**src/rtl/pea_pkg.sv**
```systemverilog
// Shared types and sizing helpers for the elastic processing element.
// Contents:
//   s_pe_op_t      - functional-unit operation encoding (3 bits)
//   delay_src_t    - source select for delay-line stage 0 (2 bits)
//   calc_log_n_in  - operand selector width for a given neighbour count
//   calc_cfg_w     - total config word width
package pea_pkg;

  typedef enum logic [2:0] {
    OP_NOP    = 3'd0,
    OP_ADD    = 3'd1,
    OP_SUB    = 3'd2,
    OP_MUL    = 3'd3,
    OP_MAX    = 3'd4,
    OP_MIN    = 3'd5,
    OP_ACC    = 3'd6,
    OP_PASS_A = 3'd7
  } s_pe_op_t;

  typedef enum logic [1:0] {
    DSRC_OP_A = 2'd0,
    DSRC_OP_B = 2'd1,
    DSRC_FU   = 2'd2,
    DSRC_ZERO = 2'd3
  } delay_src_t;

  // Operand sources are the neighbours plus SELF and CONST.
  function automatic int calc_log_n_in(input int n_neigh);
    return $clog2(n_neigh + 2);
  endfunction

  // Config word: sel_a, sel_b, op(3), delay_src(2), delay_tap.
  function automatic int calc_cfg_w(input int n_neigh, input int delay_depth);
    return 2 * calc_log_n_in(n_neigh) + 3 + 2 + $clog2(delay_depth);
  endfunction

endpackage

```
**src/rtl/s_pe_elastic_if.sv**
```systemverilog
// Result stream between the processing element and its consumer.
//   res_o   - FIFO head result (reads 0 while valid_o is low)
//   valid_o - FIFO non-empty
//   ready_i - consumer accepts res_o this cycle
// master: the producing PE.  slave: the consumer.
interface s_pe_elastic_if #(
  parameter int N_BITS = 32
);
  logic [N_BITS-1:0] res_o;
  logic              valid_o;
  logic              ready_i;

  modport master (output res_o, output valid_o, input ready_i);
  modport slave  (input res_o, input valid_o, output ready_i);
endinterface

```
**src/rtl/s_pe_out_fifo.sv**
```systemverilog
// Output result FIFO for the processing element.
// Ports:
//   clk_i, rst_n_i - clock, asynchronous active-low reset
//   push_i, data_i - write request and data
//   pop_i          - read request (head leaves the FIFO)
//   data_o         - head entry, forced to 0 while empty
//   full_o, empty_o
// A push while full is accepted only when a pop happens in the same cycle.
module s_pe_out_fifo #(
  parameter int N_BITS    = 32,
  parameter int OUT_DEPTH = 2
) (
  input  logic              clk_i,
  input  logic              rst_n_i,
  input  logic              push_i,
  input  logic [N_BITS-1:0] data_i,
  input  logic              pop_i,
  output logic [N_BITS-1:0] data_o,
  output logic              full_o,
  output logic              empty_o
);

  localparam int AW = $clog2(OUT_DEPTH);

  logic [N_BITS-1:0] mem [OUT_DEPTH];
  logic [AW:0]       wr_ptr, rd_ptr;
  logic              do_push, do_pop;

  // Extra pointer MSB distinguishes full from empty when indices match.
  assign empty_o = (wr_ptr == rd_ptr);
  assign full_o  = (wr_ptr[AW] != rd_ptr[AW]) && (wr_ptr[AW-1:0] == rd_ptr[AW-1:0]);
  assign do_pop  = pop_i && !empty_o;
  assign do_push = push_i && (!full_o || do_pop);
  assign data_o  = empty_o ? '0 : mem[rd_ptr[AW-1:0]];

  always_ff @(posedge clk_i or negedge rst_n_i) begin
    if (!rst_n_i) begin
      wr_ptr <= '0;
      rd_ptr <= '0;
    end else begin
      if (do_push) wr_ptr <= wr_ptr + 1'b1;
      if (do_pop)  rd_ptr <= rd_ptr + 1'b1;
    end
  end

  always_ff @(posedge clk_i) begin
    if (do_push) mem[wr_ptr[AW-1:0]] <= data_i;
  end

endmodule

```
**src/rtl/s_pe_elastic.sv**
```systemverilog
// Elastic processing element: selects two operands from neighbours, its own
// last result (SELF) or a constant, applies a configurable operation, and
// pushes results into a small output FIFO. An ACC mode sums op_b over a
// window of acc_len fires and pushes once per window. A delay line records
// a selectable value on every fire.
// Ports:
//   clk_i, rst_n_i  - clock, asynchronous active-low reset
//   ctrl_pe_i       - {delay_tap, delay_src, op, sel_b, sel_a}
//   const_i         - constant operand
//   acc_len_i       - accumulation window length (0 behaves as 1)
//   neigh_op_i      - neighbour operands
//   neigh_valid_i   - neighbour operand valids
//   fire_o          - operands consumed this cycle (combinational)
//   delay_op_o      - selected delay-line tap
//   delay_valid_o   - valid of selected tap
//   out_if          - result stream (res_o / valid_o / ready_i)
module s_pe_elastic
  import pea_pkg::*;
#(
  parameter int N_BITS      = 32,
  parameter int N_NEIGH     = 4,
  parameter int DELAY_DEPTH = 4,
  parameter int OUT_DEPTH   = 2,
  localparam int LOG_N_IN   = calc_log_n_in(N_NEIGH),
  localparam int CFG_W      = calc_cfg_w(N_NEIGH, DELAY_DEPTH)
) (
  input  logic                           clk_i,
  input  logic                           rst_n_i,
  input  logic [CFG_W-1:0]               ctrl_pe_i,
  input  logic [N_BITS-1:0]              const_i,
  input  logic [15:0]                    acc_len_i,
  input  logic [N_NEIGH-1:0][N_BITS-1:0] neigh_op_i,
  input  logic [N_NEIGH-1:0]             neigh_valid_i,
  output logic                           fire_o,
  output logic [N_BITS-1:0]              delay_op_o,
  output logic                           delay_valid_o,
  s_pe_elastic_if.master                 out_if
);

  localparam int TAP_W = $clog2(DELAY_DEPTH);

  // Returns {valid, data}; selectors beyond CONST read as invalid.
  function automatic logic [N_BITS:0] pick_operand(
    input logic [LOG_N_IN-1:0]              sel,
    input logic [N_NEIGH-1:0][N_BITS-1:0]   nop,
    input logic [N_NEIGH-1:0]               nvld,
    input logic [N_BITS-1:0]                self_v,
    input logic [N_BITS-1:0]                const_v
  );
    logic [N_BITS:0] r;
    r = '0;
    for (int i = 0; i < N_NEIGH; i++)
      if (sel == LOG_N_IN'(i)) r = {nvld[i], nop[i]};
    if (sel == LOG_N_IN'(N_NEIGH))     r = {1'b1, self_v};
    if (sel == LOG_N_IN'(N_NEIGH + 1)) r = {1'b1, const_v};
    return r;
  endfunction

  logic [LOG_N_IN-1:0]        sel_a, sel_b;
  s_pe_op_t                   op, op_q;
  delay_src_t                 dsrc;
  logic [TAP_W-1:0]           tap;

  logic signed [N_BITS-1:0]   op_a, op_b, mul_lo, fu_res, acc_sum;
  logic signed [N_BITS-1:0]   self_q, acc_q;
  logic                       a_vld, b_vld;
  logic [15:0]                cnt_q, cnt_eff, acc_len_eff;
  logic                       op_chg, is_acc, acc_last, need_space;
  logic                       fire, push, pop;
  logic                       fifo_full, fifo_empty;
  logic [N_BITS-1:0]          fifo_head;

  logic [N_BITS-1:0]          dly_data [DELAY_DEPTH];
  logic [DELAY_DEPTH-1:0]     dly_vld;
  logic [N_BITS-1:0]          dly_in;

  assign sel_a = ctrl_pe_i[LOG_N_IN-1:0];
  assign sel_b = ctrl_pe_i[2*LOG_N_IN-1:LOG_N_IN];
  assign op    = s_pe_op_t'(ctrl_pe_i[2*LOG_N_IN+2 -: 3]);
  assign dsrc  = delay_src_t'(ctrl_pe_i[2*LOG_N_IN+4 -: 2]);
  assign tap   = ctrl_pe_i[CFG_W-1 -: TAP_W];

  assign {a_vld, op_a} = pick_operand(sel_a, neigh_op_i, neigh_valid_i, self_q, const_i);
  assign {b_vld, op_b} = pick_operand(sel_b, neigh_op_i, neigh_valid_i, self_q, const_i);

  // An op change this cycle makes the stored window stale; treat it as empty
  // so a fire in the same cycle already starts a fresh window.
  assign op_chg      = (op != op_q);
  assign cnt_eff     = op_chg ? 16'd0 : cnt_q;
  assign acc_len_eff = (acc_len_i == 16'd0) ? 16'd1 : acc_len_i;
  assign is_acc      = (op == OP_ACC);
  assign acc_last    = (cnt_eff == acc_len_eff - 16'd1);
  assign acc_sum     = (cnt_eff == 16'd0) ? op_b : acc_q + op_b;

  // Low half of a product is sign-agnostic, so a plain N-bit multiply suffices.
  assign mul_lo = op_a * op_b;

  always_comb begin
    fu_res = '0;
    case (op)
      OP_ADD:    fu_res = op_a + op_b;
      OP_SUB:    fu_res = op_a - op_b;
      OP_MUL:    fu_res = mul_lo;
      OP_MAX:    fu_res = (op_a > op_b) ? op_a : op_b;
      OP_MIN:    fu_res = (op_a < op_b) ? op_a : op_b;
      OP_ACC:    fu_res = acc_sum;
      OP_PASS_A: fu_res = op_a;
      default:   fu_res = '0;
    endcase
  end

  // Only fires that push need FIFO room; a pop this cycle frees one slot.
  assign need_space = !is_acc || acc_last;
  assign pop        = !fifo_empty && out_if.ready_i;
  assign fire       = (op != OP_NOP) && a_vld && b_vld &&
                      (!need_space || !fifo_full || pop);
  assign push       = fire && need_space;
  assign fire_o     = fire;

  always_ff @(posedge clk_i or negedge rst_n_i) begin
    if (!rst_n_i) begin
      op_q   <= OP_NOP;
      cnt_q  <= '0;
      acc_q  <= '0;
      self_q <= '0;
    end else begin
      op_q <= op;
      if (push) self_q <= fu_res;
      if (op == OP_NOP) begin
        cnt_q <= '0;
        acc_q <= '0;
      end else if (fire && is_acc) begin
        if (acc_last) begin
          cnt_q <= '0;
          acc_q <= '0;
        end else begin
          cnt_q <= cnt_eff + 16'd1;
          acc_q <= acc_sum;
        end
      end else if (op_chg) begin
        cnt_q <= '0;
        acc_q <= '0;
      end
    end
  end

  always_comb begin
    dly_in = '0;
    case (dsrc)
      DSRC_OP_A: dly_in = op_a;
      DSRC_OP_B: dly_in = op_b;
      DSRC_FU:   dly_in = fu_res;
      default:   dly_in = '0;
    endcase
  end

  // Delay line: advances one stage per fire, holds otherwise.
  always_ff @(posedge clk_i or negedge rst_n_i) begin
    if (!rst_n_i) begin
      for (int i = 0; i < DELAY_DEPTH; i++) dly_data[i] <= '0;
      dly_vld <= '0;
    end else if (fire) begin
      dly_data[0] <= dly_in;
      for (int i = 1; i < DELAY_DEPTH; i++) dly_data[i] <= dly_data[i-1];
      dly_vld <= {dly_vld[DELAY_DEPTH-2:0], 1'b1};
    end
  end

  assign delay_op_o    = dly_data[tap];
  assign delay_valid_o = dly_vld[tap];

  s_pe_out_fifo #(
    .N_BITS    (N_BITS),
    .OUT_DEPTH (OUT_DEPTH)
  ) u_out_fifo (
    .clk_i   (clk_i),
    .rst_n_i (rst_n_i),
    .push_i  (push),
    .data_i  (fu_res),
    .pop_i   (pop),
    .data_o  (fifo_head),
    .full_o  (fifo_full),
    .empty_o (fifo_empty)
  );

  assign out_if.res_o   = fifo_head;
  assign out_if.valid_o = !fifo_empty;

endmodule

```
**src/flat_wrapper.sv**
```systemverilog
// flat-port wrapper written by rule: the top's interface ports become plain ports
module s_pe_elastic_flat import pea_pkg::*;
#(
  parameter int N_BITS      = 32,
  parameter int N_NEIGH     = 4,
  parameter int DELAY_DEPTH = 4,
  parameter int OUT_DEPTH   = 2,
  localparam int LOG_N_IN   = calc_log_n_in(N_NEIGH),
  localparam int CFG_W      = calc_cfg_w(N_NEIGH, DELAY_DEPTH)
)
  (clk_i, rst_n_i, ctrl_pe_i, const_i, acc_len_i, neigh_op_i, neigh_valid_i, fire_o, delay_op_o, delay_valid_o, out_if_res_o, out_if_valid_o, out_if_ready_i);
  s_pe_elastic_if #(.N_BITS(N_BITS)) out_if_i ();
  input  logic clk_i;
  input  logic rst_n_i;
  input  logic [CFG_W-1:0] ctrl_pe_i;
  input  logic [N_BITS-1:0] const_i;
  input  logic [15:0] acc_len_i;
  input  logic [N_NEIGH-1:0][N_BITS-1:0] neigh_op_i;
  input  logic [N_NEIGH-1:0] neigh_valid_i;
  output logic fire_o;
  output logic [N_BITS-1:0] delay_op_o;
  output logic delay_valid_o;
  output wire logic [$bits(out_if_i.res_o)-1:0] out_if_res_o;
  output wire logic [$bits(out_if_i.valid_o)-1:0] out_if_valid_o;
  input wire logic [$bits(out_if_i.ready_i)-1:0] out_if_ready_i;
  assign out_if_res_o = out_if_i.res_o;
  assign out_if_valid_o = out_if_i.valid_o;
  assign out_if_i.ready_i = out_if_ready_i;
  s_pe_elastic #(.N_BITS(N_BITS), .N_NEIGH(N_NEIGH), .DELAY_DEPTH(DELAY_DEPTH), .OUT_DEPTH(OUT_DEPTH)) u_core (.clk_i(clk_i), .rst_n_i(rst_n_i), .ctrl_pe_i(ctrl_pe_i), .const_i(const_i), .acc_len_i(acc_len_i), .neigh_op_i(neigh_op_i), .neigh_valid_i(neigh_valid_i), .fire_o(fire_o), .delay_op_o(delay_op_o), .delay_valid_o(delay_valid_o), .out_if(out_if_i));
endmodule
```
**config.mk**
```make
export PLATFORM = sky130hd
export DESIGN_NAME = s_pe_elastic_flat
export DESIGN_NICKNAME = d
export VERILOG_FILES = /design/src/rtl/pea_pkg.sv /design/src/rtl/s_pe_elastic_if.sv /design/src/rtl/s_pe_out_fifo.sv /design/src/rtl/s_pe_elastic.sv /design/src/flat_wrapper.sv
export SDC_FILE = /design/constraint.sdc
export NUM_CORES = 2
export LEC_CHECK = 0
export CAP_MARGIN = 20
export CORE_ASPECT_RATIO = 1.4
export CORE_MARGIN = 4
export CORE_UTILIZATION = 62
export DETAILED_ROUTE_END_ITERATION = 10
export HOLD_SLACK_MARGIN = 0.05
export PLACE_DENSITY = 0.83
export SLEW_MARGIN = 0
export SYNTH_ARGS = -nofsm -noshare
export SYNTH_HDL_FRONTEND = slang
export SYNTH_SLANG_ARGS = --single-unit
```
**constraint.sdc**
```tcl
create_clock -name clk_i -period 11.2 [get_ports clk_i]
set_input_delay 1.68 -clock clk_i [delete_from_list [all_inputs] [get_ports clk_i]]
set_output_delay 1.68 -clock clk_i [all_outputs]
set_load 0.01 [all_outputs]
```
# Word-level counts from Yosys, hierarchy flattened

Memories as Yosys holds them, arrays and structs flattened.
Cells that the tools add are included.

Input port bits: 196
Latch bits: 0
RAM bits: 64
Word-level logic and storage cells: 108
ROM bits: 0
Register bits after elaboration: 219
Memories kept: 1
Output and inout bits: 67

Memories:

| name                  | depth | bits a word | read ports | clocked after Yosys merged registers in | write ports | line                | source |
|---|---|---|---|---|---|---|---|
| u_core.u_out_fifo.mem | 2     | 32          | 1          | 0                                       | 1           | s_pe_out_fifo.sv:25 | `logic [N_BITS-1:0] mem [OUT_DEPTH];` |

$add $sub $neg: 7
Reduce and logical (&&, ||, !) cells: 25
Bitwise logic cells: 1
Div/mod/pow operators: 0
Multiplexer cells: 34
Shifts and indexed selects: 0
Equal/unequal tests: 24
Order comparisons: 4
Multiply operators: 1

Operators by type and width:

| operator              | count |
|---|---|
| $mux 33               | 12 |
| $mux 32               | 10 |
| $pmux 32 s7           | 1 |
| $pmux 32 s3           | 1 |
| $mux 16               | 5 |
| $add 32x32->32        | 2 |
| $bmux 32 s2           | 1 |
| $gt 32x32->1          | 1 |
| $logic_not 16->1      | 2 |
| $lt 32x32->1          | 1 |
| $mul 32x32->32        | 1 |
| $sub 32x32->32        | 1 |
| $eq 3x3->1 const B    | 8 |
| $eq 3x2->1 const B    | 6 |
| $add 16x1->16 const B | 1 |
| $eq 16x16->1          | 1 |
| $sub 16x1->16 const B | 1 |
| $eq 3x1->1 const B    | 3 |
| $logic_and 1x1->1     | 9 |
| $logic_not 3->1       | 3 |
| $reduce_bool 3->1     | 2 |
| $add 2x1->2 const B   | 2 |
| $logic_not 1->1       | 4 |
| $logic_or 1x1->1      | 4 |
| other kinds (12)      | 14 |

# Depth between registers and ports, before layout

Depth in word-level cells: 14
Gate-level depth with buffers: 37
Gate-level depth less buffers: 32

# Modules after synthesis

Synthesis repeated with hierarchy kept, for this count alone.

Cell total of the unflattened synthesis: 4443
Area total of the unflattened synthesis: 38117.8 um^2

By module, submodules not included:

| module        | area an instance (um^2) | times used | sequential area each (um^2) | cells each |
|---|---|---|---|---|
| s_pe_elastic  | 35385.2                 | 1          | 5380.2                      | 4277 |
| s_pe_out_fifo | 2732.6                  | 1          | 2021.9                      | 166 |

# Worst setup path after synthesis

Ideal clock, no wire load.

Path type: input to register
Start: in ctrl_pe_i[0]
End: reg u_core.dly_data[126] (netlist bit)
Arrival: 10.172 ns
Buffers on the path: 5
Stages: 33
Setup slack: 0.897 ns
Setup time: 0.131 ns
Data required time: 11.069 ns
Path through: buf_6 buf_6 buf_6 buf_4 mux2_2 a221oi_2 clkbuf_1 nor2_1 fa_1 fa_1 fa_1 inv_1 fa_1 inv_1 fa_1 inv_1 fa_1 inv_1 fa_1 fa_1 ha_1 o21a_1 o21a_1 o21a_1 o2111ai_1 o2bb2ai_1 a31oi_1 a41oi_1 mux2i_1 o221ai_1 or4_1 a221oi_1 a21oi_1

Cells in the longest elaborated chain, start to end: 11
Elaborated cells between the ends (all ways): 24
Those cells by class: 2 x add/sub; 1 x mul; 2 x order compare; 5 x eq/ne; 10 x mux; 4 x reduce/logical

RTL lines:

| item                                                                   | line                | source |
|---|---|---|
| from (decl)                                                            | flat_wrapper.sv:15  | `input logic [CFG_W-1:0] ctrl_pe_i;` |
| $logic_not 3->1                                                        | s_pe_elastic.sv:53  | `if (sel == LOG_N_IN'(i)) r = {nvld[i], nop[i]};` |
| $mux 33 (4 in a row)                                                   | s_pe_elastic.sv:53  |  |
| $mux 33                                                                | s_pe_elastic.sv:54  | `if (sel == LOG_N_IN'(N_NEIGH)) r = {1'b1, self_v};` |
| $mux 33 (*)                                                            | s_pe_elastic.sv:55  | `if (sel == LOG_N_IN'(N_NEIGH + 1)) r = {1'b1, const_v};` |
| parallel branches: the longest is 2 deep, another holds $mul 32x32->32 | --                  |  |
| $pmux 32 s7 (*)                                                        | s_pe_elastic.sv:100 | `case (op)` |
| named net u_core.fu_res[30]                                            | s_pe_elastic.sv:64  | `logic signed [N_BITS-1:0] op_a, op_b, mul_lo, fu_res, acc_sum;` |
| $pmux 32 s3 (*)                                                        | s_pe_elastic.sv:149 | `case (dsrc)` |
| to (decl)                                                              | s_pe_elastic.sv:73  | `logic [N_BITS-1:0] dly_data [DELAY_DEPTH];` |

Mark *: on every way through the listed nets, which the timed path passes.
A chain may end at the register's enable or synchronous reset.

# Final worst setup path

Start: in ctrl_pe_i[2]
End: reg u_core.dly_data[126] (netlist bit)

Same word-level chain as after synthesis.

==> metrics.txt <==
outcome finished clean; DRT Pass-1 Iters 8; slowest cell delay on critical path 0.63 ns; Reg area around 7400 um2; FF+latch count, synth 283; synthesized area per cell roughly 8.6 um2; Post-route DRC 0; Post-CTS Resized 0; Core Region 60,780 um2; max-slew violations 0; Hold Path Class reg2reg; Clk Latency, worst-skew pair 0.61 ns; count of final setup violators 0; compound-cell area share of the yosys netlist 0.1415; Max Cap Violations 0; Filler cells ~4,500; post-synthesis sequential area ratio 0.1949; H-tree depth 1; Post-Syn Area 37,980 um2; CP Class in2reg; WL/cell 30.85 um; clk buf depth 3; # hold bufs at CTS 0; fin worst setup slack around 0.21 ns; WP data arrival approximately 11 ns; pin count of the biggest net entering global routing approximately 120; CP Capture Type register; Final nets roughly 5,600; setup TNS 0 ns; number of global-route vias before repair ~40,000; max_slew headroom 0.1061; skew final 0.03481 ns; die height 300.8 um; CP required 11.66 ns; Die ar. 65,330 um2; Post-CTS Setup Bufs 0; most frequent cells in the layout nor2_1 (667), nand2_1 (586), inv_1 (516); critical path's slowest cell clkdlybuf4s50_1; ys async rst share 0.7739; hold violation count in the final report 0; RSZ-0062 raised after global routing no; area of the multi-input gates ~28,000 um2; root buf cell clkbuf_16; Placed Cells around 5,500; most common cell after layout, fill and taps aside nor2_1; Syn. warnings 0; Distinct cells, synth 96; largest fanout on the critical path 18; Synth Net Count approximately 5,300; Post-synth top flop dfrtp_1; largest family of logic cells by synthesized area adder cells; global routing usage on met3 0.1582; ratio of cells with drive above 1 in the final layout 0.1019; CTS buffer count 30; global-route wire length before repair around 250,000 um; Post-Route WL ~170,000 um; RR Startpoint u_core.self_q[8]; GRT Util Overall 0.5184; multiplexer share of the synthesized area 0.08102; Post-Synth Adder-Cell Area 0.2980; Routability Congestion around 1.1; Fmax about 90 MHz; Tcrit/Tclk final 0.9812; CTS tree yes; Iter 0 DRT Violations about 5,000; Syn Inst Count 4,401; cell mode on critical path fa_1; XOR/XNOR Fraction of Synth Area 0.03964; row cnt approximately 110; initial antenna violation count 7; non-filler cells, final ~5,500; starting density of the core 0.6248; GR Util met2 0.7886; busiest grt layer met2; Least-Margin Pin Slew ~1.3 ns; EDFF count, synth 64; Area growth, synth to finish 15.86%; via/cell ratio slightly below 7; Synth Area in Simple Gates 0.1635; FF-to-FF End u_core.dly_data[126]; Final HPWL DP about 130,000 um; Crit. Startpoint ctrl_pe_i[2]; crit path to u_core.dly_data[126]; pre-CTS setup slack -0.2720 ns; Vias approximately 38,000; fin crit period 10.99 ns; port bufs 262; io pins ~260; die width approximately 220 um; clock slew at reported path FFs approximately 0.070 ns; clk sink count between 200 and 300; Post-DRT Antenna Nets 0; Worst Reg-to-Reg Cells 28; flop2flop setup slack roughly 1.9 ns; CP Launch Type input pin; GR Overflow Total 0; routing usage on met1 0.5687
[per-stage QoR]
step | cell area, um2 | utilization | hold WS, ns
finish | 44000 | 0.7239 | 0.4846
global placement | 42750 | 0.7034 | 0.4517
CTS | 43860 | 0.7217 | 0.4836
floorplan | 37980 | - | 0.4406
detailed placement | 42750 | 0.7034 | 0.4580
global route | 44000 | 0.7239 | 0.5051
[cells by family (layout without fill, tap and decap cells)]
kind of cell | after synthesis | count (layout)
buffers and inverters | 785 | 1105
adder cells (fa/ha/maj) | 658 | 658
multiplexers | 231 | 231
XOR/XNOR | 164 | 164
AO/OA/AOI/OAI | 784 | 784
other | 0 | 1
flip-flops | 283 | 283
AND/OR/NAND/NOR | 1496 | 1496
[sequential cells by signal (all words and copies together) (netlist names)]
register,cells
u_core.dly_data,128
u_core.cnt_q,16
u_core.op_q,3
u_core.self_q,32
u_core.u_out_fifo.rd_ptr,2
u_core.u_out_fifo.mem,64
u_core.u_out_fifo.wr_ptr,2
u_core.dly_vld,4
u_core.acc_q,32
[worst min-delay path by stage]
stage	startpoint	endpoint	slack [ns]	cells after the start
after detailed placement	u_core.dly_data[9]	u_core.dly_data[9]	0.46	2
after global routing	u_core.dly_data[31]	u_core.dly_data[31]	0.51	2
after global placement	u_core.dly_data[21]	u_core.dly_data[21]	0.45	2
after floorplan	u_core.dly_data[0]	u_core.dly_data[0]	0.44	2
after CTS	u_core.dly_data[7]	u_core.dly_data[7]	0.48	2
final	u_core.dly_data[7]	u_core.dly_data[7]	0.48	2
[area by class of cell]
| type | count | area share |
|---|---|---|
| Antenna cell | 1 | 0.00005687 |
| Inverter | 539 | 0.04610 |
| Timing Repair Buffer | 510 | 0.1069 |
| Tap cell | 817 | 0.02323 |
| Sequential cell | 283 | 0.1683 |
| Clock buffer | 35 | 0.01840 |
| Multi-Input combinational cell | 3333 | 0.6302 |
| Clock inverter | 21 | 0.006796 |
[critical path: cells and delay by family]
| kind | cells | cell delay (ns) |
|---|---|---|
| fa+ha+maj | 9 | 4.08 |
| simple gates | 2 | 0.71 |
| mux | 1 | 0.25 |
| compound gates | 11 | 3.09 |
| buf+inv | 7 | 1.61 |
[cells in the mapped netlist (14+ instances only)]
master     count  area [um2]
a211oi_1      25       187.7
buf_1         26       97.59
or3_1         18       112.6
mux2i_1      127        1271
o21bai_1      28       210.2
o221ai_1      23       201.4
buf_2         39       195.2
dfrtp_1      219        5480
nand4_1       20       125.1
inv_1        516        1937
a21oi_1      198       991.0
mux4_2        56        1261
nor3_1        45       225.2
clkinv_1      20       75.07
a221oi_1      25       219.0
xnor2_1      110       963.4
ha_1         247        3090
nand3_1       33       165.2
nor2b_1       23       143.9
clkbuf_1     161       604.3
nand2_1      586        2200
a222oi_1      14       140.1
mux2_2        46       518.0
xor2_1        49       429.2
nor2_1       668        2507
o2bb2ai_1     22       192.7
edfxtp_1      64        1922
buf_4         14       105.1
a31oi_1       21       131.4
fa_1         411        8228
o22ai_1       22       137.6
a21o_1        48       360.4
o21a_1        24       180.2
nand2b_1      24       150.1
a22oi_1       19       142.6
o21ai_0      146       730.7
a22o_1        14       122.6
[routing by layer]
| layer | part of all wire | vias up | routed length (um) |
|---|---|---|---|
| met5 | 0.00059 | - | 101 |
| met4 | 0.13 | 8 | 22990 |
| li1 | - | 15254 | - |
| met2 | 0.43 | 3154 | 73690 |
| met3 | 0.12 | 1191 | 21190 |
| met1 | 0.31 | 17985 | 52890 |
Power is left out: the tool's default activity adds up to more than one toggle a clock period on the data nets, which glitch-free logic cannot reach.
